$ cat src/rtl/alu_issue_stage.sv
// ID/EX issue stage: decodes MIPS opcode/funct into a 3-bit ALU op with operands and
// buffers the result in a 2-entry skid buffer. Define ALU_ISSUE_FWD_EN for operand forwarding.
`timescale 1ns/1ps
module alu_issue_stage #(
   parameter int DEPTH     = 2,
   parameter int LUI_SHAMT = 16
) (
   input  logic        CLK,
   input  logic        RST_N,
   input  logic        FLUSH,
   input  logic        IN_VALID,
   output logic        IN_READY,
   input  logic [5:0]  OPCODE,
   input  logic [5:0]  FUNCT,
   input  logic [4:0]  SHAMT,
   input  logic [15:0] IMM16,
   input  logic [4:0]  RT_IDX,
   input  logic [4:0]  RD_IDX,
   input  logic [31:0] RS_VAL,
   input  logic [31:0] RT_VAL,
`ifdef ALU_ISSUE_FWD_EN
   input  logic [4:0]  RS_IDX,
   input  logic        FWD_VALID,
   input  logic [4:0]  FWD_DEST,
   input  logic [31:0] FWD_DATA,
`endif
   output logic        OUT_VALID,
   input  logic        OUT_READY,
   output logic [31:0] ALU_A,
   output logic [31:0] ALU_B,
   output logic [2:0]  ALU_OP,
   output logic        TRAP_OV,
   output logic        ILLEGAL,
   output logic [4:0]  DEST,
   output logic        WE
);

   typedef enum logic [2:0] {
      OP_AND, OP_OR, OP_XOR, OP_NOR, OP_ADD, OP_SUB, OP_SLTU, OP_SLL
   } alu_op_e;

   typedef struct packed {
      logic [31:0] a;
      logic [31:0] b;
      alu_op_e     op;
      logic        trap;
      logic        illegal;
      logic [4:0]  dest;
      logic        we;
   } entry_t;

   localparam logic [1:0] FULL = 2'(DEPTH);

   entry_t [1:0] ent_q, ent_d;
   entry_t       dec;
   logic [1:0]   count_q, count_d;
   logic         in_ready_q, in_ready_d;
   logic [31:0]  rs_v, rt_v, imm_se, imm_ze;
   logic         legal, accept, deq;

   assign imm_se = {{16{IMM16[15]}}, IMM16};
   assign imm_ze = {16'h0000, IMM16};

   // NOTE: every combinational output gets a default first, so no path leaves it unassigned (no latch).
   always_comb begin
      rs_v = RS_VAL;
      rt_v = RT_VAL;
`ifdef ALU_ISSUE_FWD_EN
      if (FWD_VALID && FWD_DEST != 5'd0) begin
         if (FWD_DEST == RS_IDX) rs_v = FWD_DATA;
         if (FWD_DEST == RT_IDX) rt_v = FWD_DATA;
      end
`endif
   end

   always_comb begin
      dec   = '0;
      legal = 1'b1;
      dec.a = rs_v;
      if (OPCODE == 6'h00) begin
         dec.b    = rt_v;
         dec.dest = RD_IDX;
         case (FUNCT)
            6'h20: begin dec.op = OP_ADD; dec.trap = 1'b1; end
            6'h21: dec.op = OP_ADD;
            6'h22: begin dec.op = OP_SUB; dec.trap = 1'b1; end
            6'h23: dec.op = OP_SUB;
            6'h24: dec.op = OP_AND;
            6'h25: dec.op = OP_OR;
            6'h26: dec.op = OP_XOR;
            6'h27: dec.op = OP_NOR;
            6'h2B: dec.op = OP_SLTU;
            6'h00: begin dec.op = OP_SLL; dec.a = {27'b0, SHAMT}; end
            6'h04: begin dec.op = OP_SLL; dec.a = {27'b0, rs_v[4:0]}; end
            default: legal = 1'b0;
         endcase
      end else begin
         dec.dest = RT_IDX;
         case (OPCODE)
            6'h08: begin dec.op = OP_ADD;  dec.b = imm_se; dec.trap = 1'b1; end
            6'h09: begin dec.op = OP_ADD;  dec.b = imm_se; end
            6'h0B: begin dec.op = OP_SLTU; dec.b = imm_se; end
            6'h0C: begin dec.op = OP_AND;  dec.b = imm_ze; end
            6'h0D: begin dec.op = OP_OR;   dec.b = imm_ze; end
            6'h0E: begin dec.op = OP_XOR;  dec.b = imm_ze; end
            6'h0F: begin dec.op = OP_SLL;  dec.b = imm_ze; dec.a = 32'(LUI_SHAMT); end
            default: legal = 1'b0;
         endcase
      end
      if (!legal) begin
         dec         = '0;
         dec.illegal = 1'b1;
      end else begin
         dec.we = (dec.dest != 5'd0);
      end
   end

   assign accept = IN_VALID && in_ready_q;
   assign deq    = OUT_VALID && OUT_READY;

   // Entry 0 is always the head; entry 1 only shifts up when it actually holds data.
   always_comb begin
      ent_d   = ent_q;
      count_d = count_q;
      if (FLUSH) begin
         count_d = 2'd0;
      end else begin
         case ({accept, deq})
            2'b10: begin
               ent_d[count_q[0]] = dec;
               count_d           = count_q + 2'd1;
            end
            2'b01: begin
               if (count_q == 2'd2) ent_d[0] = ent_q[1];
               count_d = count_q - 2'd1;
            end
            2'b11: begin
               if (count_q == 2'd2) begin
                  ent_d[0] = ent_q[1];
                  ent_d[1] = dec;
               end else begin
                  ent_d[0] = dec;
               end
            end
            default: ;
         endcase
      end
      in_ready_d = (count_d < FULL);
   end

   // NOTE: sequential state uses non-blocking assignments so every register samples pre-edge values.
   // NOTE: the buffer storage is reset too, because every data output must read zero after reset.
   always_ff @(posedge CLK or negedge RST_N) begin
      if (!RST_N) begin
         ent_q      <= '0;
         count_q    <= 2'd0;
         in_ready_q <= 1'b1;
      end else begin
         ent_q      <= ent_d;
         count_q    <= count_d;
         in_ready_q <= in_ready_d;
      end
   end

   assign IN_READY  = in_ready_q;
   assign OUT_VALID = (count_q != 2'd0);
   assign ALU_A     = ent_q[0].a;
   assign ALU_B     = ent_q[0].b;
   assign ALU_OP    = ent_q[0].op;
   assign TRAP_OV   = ent_q[0].trap;
   assign ILLEGAL   = ent_q[0].illegal;
   assign DEST      = ent_q[0].dest;
   assign WE        = ent_q[0].we;

endmodule

$ cat config.mk
export PLATFORM = sky130hd
export DESIGN_NAME = alu_issue_stage
export DESIGN_NICKNAME = d
export VERILOG_FILES = /design/src/rtl/alu_issue_stage.sv
export SDC_FILE = /design/constraint.sdc
export NUM_CORES = 1
export LEC_CHECK = 0
export CORE_ASPECT_RATIO = 1.5
export CORE_UTILIZATION = 54
export CTS_CLUSTER_SIZE = 40
export DETAILED_ROUTE_END_ITERATION = 12
export PLACE_DENSITY_LB_ADDON = 0.08
export SLEW_MARGIN = 20
export SYNTH_ARGS = -nofsm -noshare
export SYNTH_HDL_FRONTEND = slang
export SYNTH_SLANG_ARGS = --single-unit
$ cat constraint.sdc
create_clock -name CLK -period 9 [get_ports CLK]
set_clock_uncertainty 0.1 [all_clocks]
set_input_delay 1.35 -clock CLK [delete_from_list [all_inputs] [get_ports CLK]]
set_output_delay 1.35 -clock CLK [all_outputs]
set_load 0.01 [all_outputs]
==> impl_metrics.yaml <==
run_status:
  status: "finished clean"
placement:
  io_buffer_count: 188
  dpl-instance-area_um2: 9036
  dpl.hpwl_um: 13150
  place.gp.congestion: 0.8270
grt:
  use_met3: 0.05390
  grt_max_degree: 107
  grt_use_met1: 0.3437
  grtUsageTotal: 0.2826
  busiest_layer: "met2"
  met2_usage: 0.4997
  grt_pass1_wl_um: 32890
  first_global_vias: 6712
  antenna_found_initial: 0
  gr-total-overflow: 0
clock_tree:
  cts_root_buf: "clkbuf_16"
  tritoncts: "built"
  cts_resized: 0
  postCtsHoldBufs: 0
  postCtsSetupRepairBufs: 0
  path_clk_slew_ns: 0.06
  cts_max_level: 4
  cts.path.max_buffers: 2
  clk_latency_ns: 0.42
  cts_buffers: 17
  clock_sinks: 153
pwr:
  seqPwrFrac: 0.394
  p_per_area_nw_per_um2: 272.7
  p_clk_frac: 0.260
  p_leak_nw: 4.079
  p_sw_frac: 0.3294
  intPower_mw: 1.758
  pwr-share-comb: 0.345
  vdd_drop_max_mv: 0.1867
  power.net_switching_mw: 0.8637
finish:
  finish.net_count: 1028
  regArea_um2: 3830
  n_antenna_cell: 0
  fill_cells: 1108
  drive_above_1_share: 0.06270
  post-route-util: 0.6904
  multi_input_area_um2: 3069
  syn2layout_area_growth_pct: 25.47
  fin_area_um2: 9614
critical_path:
  cp-end-kind: "register"
  crit_buf_inv: 2
  critPathArrivalTime_ns: 4.68
  worstPathCellList: "clkdlybuf4s50_1 -> o21ai_0 -> inv_1 -> ha_1 -> nand3b_1 -> a21o_4 -> nand3b_1 -> o21ai_0"
  start_kind: "input pin"
  crit_slowest_cell: "a21o_4"
  critical_path_class: "in -> reg"
  reg2regPathDepth: 7
  crit_cells: 8
  critPathMaxFanout: 106
  worstPathRequired_ns: 9.16
  path_delay_family: "compound AO/OA/AOI/OAI gates"
  critPathMaxStageDelay_ns: 0.82
  startpoint: "OUT_READY"
  timing.rr.start: "count_q[0]"
sta:
  tightestPinTransition_ns: 1.074
  finalSetupViolCount: 0
  finalMaxSlewViolations: 0
  slew_headroom: 0.2804
  timing.fmax_mhz: 221.5
  rsz0062_at_grt: "false"
  min_period_ns: 4.515
  hold_violations: 0
  fin_setup_tns_ns: 0
  post-route-period-util: 0.5017
drt:
  post_drt_wl_per_cell_um: 18.60
  num_vias: 6649
  drc: 0
  viasPerCell: 6.100
  drt_wl_total_um: 20280
  detail_route.iter0.violations: 398
  ant_nets: 0
  first_pass_iters: 5
job:
  cap_violations: 0
die:
  core_um2: 13930
  rows: 53
  dieArea_um2: 14680
  die_w_um: 99.26
  initial_core_util: 0.5502
  die_height_um: 147.9
  pin_count: 189
synth:
  synth_ff_type: "dfrtp_1"
  async_reset_ff_frac: 1.000
  yosysSeqAreaShare: 0.4998
  syn_nets: 954
  synth_edf_count: 0
  avgSynthCellArea_um2: 9.144
  synth_area_um2: 7662
  syn_inst: 838
  synthDistinctLibCells: 49
  yosys_warnings: 0
  synth_seq_cells: 153
min_path:
  hold_depth: 2
  hp-start: "ent_q[89]"
  min_path_type: "reg -> reg"
## through the flow
| step | total power [mW] | hold WS (ns) | instances | setup slack (ns) |
|---|---|---|---|---|
| global placement | 1.919 | 0.3595 | 1058 | 4.174 |
| floorplan | 1.642 | 0.3488 | 838 | 5.506 |
| detailed placement | 1.949 | 0.3663 | 1058 | 3.947 |
| CTS | 2.639 | 0.3816 | 1090 | 4.384 |
| global route | 2.764 | 0.4063 | 1090 | 4.241 |
| finish | 2.622 | 0.3803 | 1090 | 4.485 |
## power by group through the flow
stage | combinational (mW) | clock [mW] | sequential, mW
5_1_grt | 0.983 | 0.721 | 1.06
3_3_place_gp | 0.882 | 0 | 1.04
4_1_cts | 0.912 | 0.694 | 1.03
3_5_place_dp | 0.907 | 0 | 1.04
6_report | 0.906 | 0.683 | 1.03
2_1_floorplan | 0.647 | 0 | 0.996
## logic make-up (layout without fill, tap and decap cells)
group | Yosys count | count (layout) | share of synthesized area
fa+ha+maj | 4 | 4 | 0.006532
flops | 153 | 153 | 0.4998
xor+xnor | 2 | 2 | 0.002287
mux | 12 | 12 | 0.01584
buf+inv | 144 | 231 | 0.1068
compound gates | 268 | 268 | 0.2185
simple gates | 255 | 255 | 0.1502
## Yosys cell counts (all sizes together), types with 3 or more instances
| cell | instances | share of area |
|---|---|---|
| a21oi | 106 | 0.069 |
| a22oi | 15 | 0.015 |
| a31oi | 3 | 0.0024 |
| a32o | 27 | 0.035 |
| buf | 81 | 0.076 |
| clkbuf | 57 | 0.028 |
| dfrtp | 152 | 0.50 |
| ha | 4 | 0.0065 |
| inv | 6 | 0.0029 |
| mux2i | 11 | 0.014 |
| nand2 | 89 | 0.044 |
| nand3 | 4 | 0.0026 |
| nand3b | 3 | 0.0029 |
| nor2 | 104 | 0.051 |
| nor3 | 5 | 0.0039 |
| o211ai | 3 | 0.0029 |
| o21ai | 37 | 0.024 |
| o22ai | 44 | 0.036 |
| o31ai | 21 | 0.021 |
| or2 | 4 | 0.0033 |
| or3 | 27 | 0.022 |
| or4 | 8 | 0.0083 |
## path summary, 6_finish.rpt
path | end | slack, ns
min in group asynchronous | ALU_B[4] | 0.84
setup / recovery | ent_q[103] | 4.49
setup reg to reg | ent_q[103] | 5.18
hold / removal | ent_q[89] | 0.38
max in group asynchronous | ent_q[116] | 6.48
hold reg to reg | ent_q[89] | 0.38
## registers in the layout (all words and copies together), names as in the netlist
register	count
ent_q	75
count_q	2
ALU_B	32
TRAP_OV	1
IN_READY	1
ALU_OP	3
WE	1
ALU_A	32
DEST	5
ILLEGAL	1
## worst register-to-register path: stages, from the launching register on
cell and delay, ns:
dfrtp_1 0.55, o21ai_0 0.65, inv_1 0.22, ha_1 0.35
nand3b_1 0.15, a21o_4 0.82, nand3b_1 0.61, o21ai_0 0.22
## cell type report
class,instances,share of cell area
clock buffer,18,0.04568
clock inverter,14,0.01314
inverter,6,0.002343
multi-input combinational,541,0.3192
sequential,153,0.3984
tap,165,0.02147
timing repair buffer,193,0.1998
## metal layers
metal  part of all wire  vias to the layer above
met2               0.53                      242
met1               0.39                     3310
li1                   -                     3064
met5                  0                        -
met4              0.021                        0
met3              0.059                       33
## cells in the final DEF (no fill, tap or decap), types with 6 or more instances in the layout
master           netlist  layout
clkdlybuf4s50_1        0     187
dfrtp_1              152     152
a21oi_1              106     104
nor2_1               103     101
nand2_1               89      88
o22ai_1               44      44
o21ai_0               37      37
or3_1                 27      27
a32o_1                27      27
o31ai_1               21      21
clkbuf_16              0      17
a22oi_1               15      15
mux2i_1               11      11
or4_1                  7       7
inv_1                  6       6
inv_6                  0       6
No activity file was read; power rests on OpenSTA's default activity.
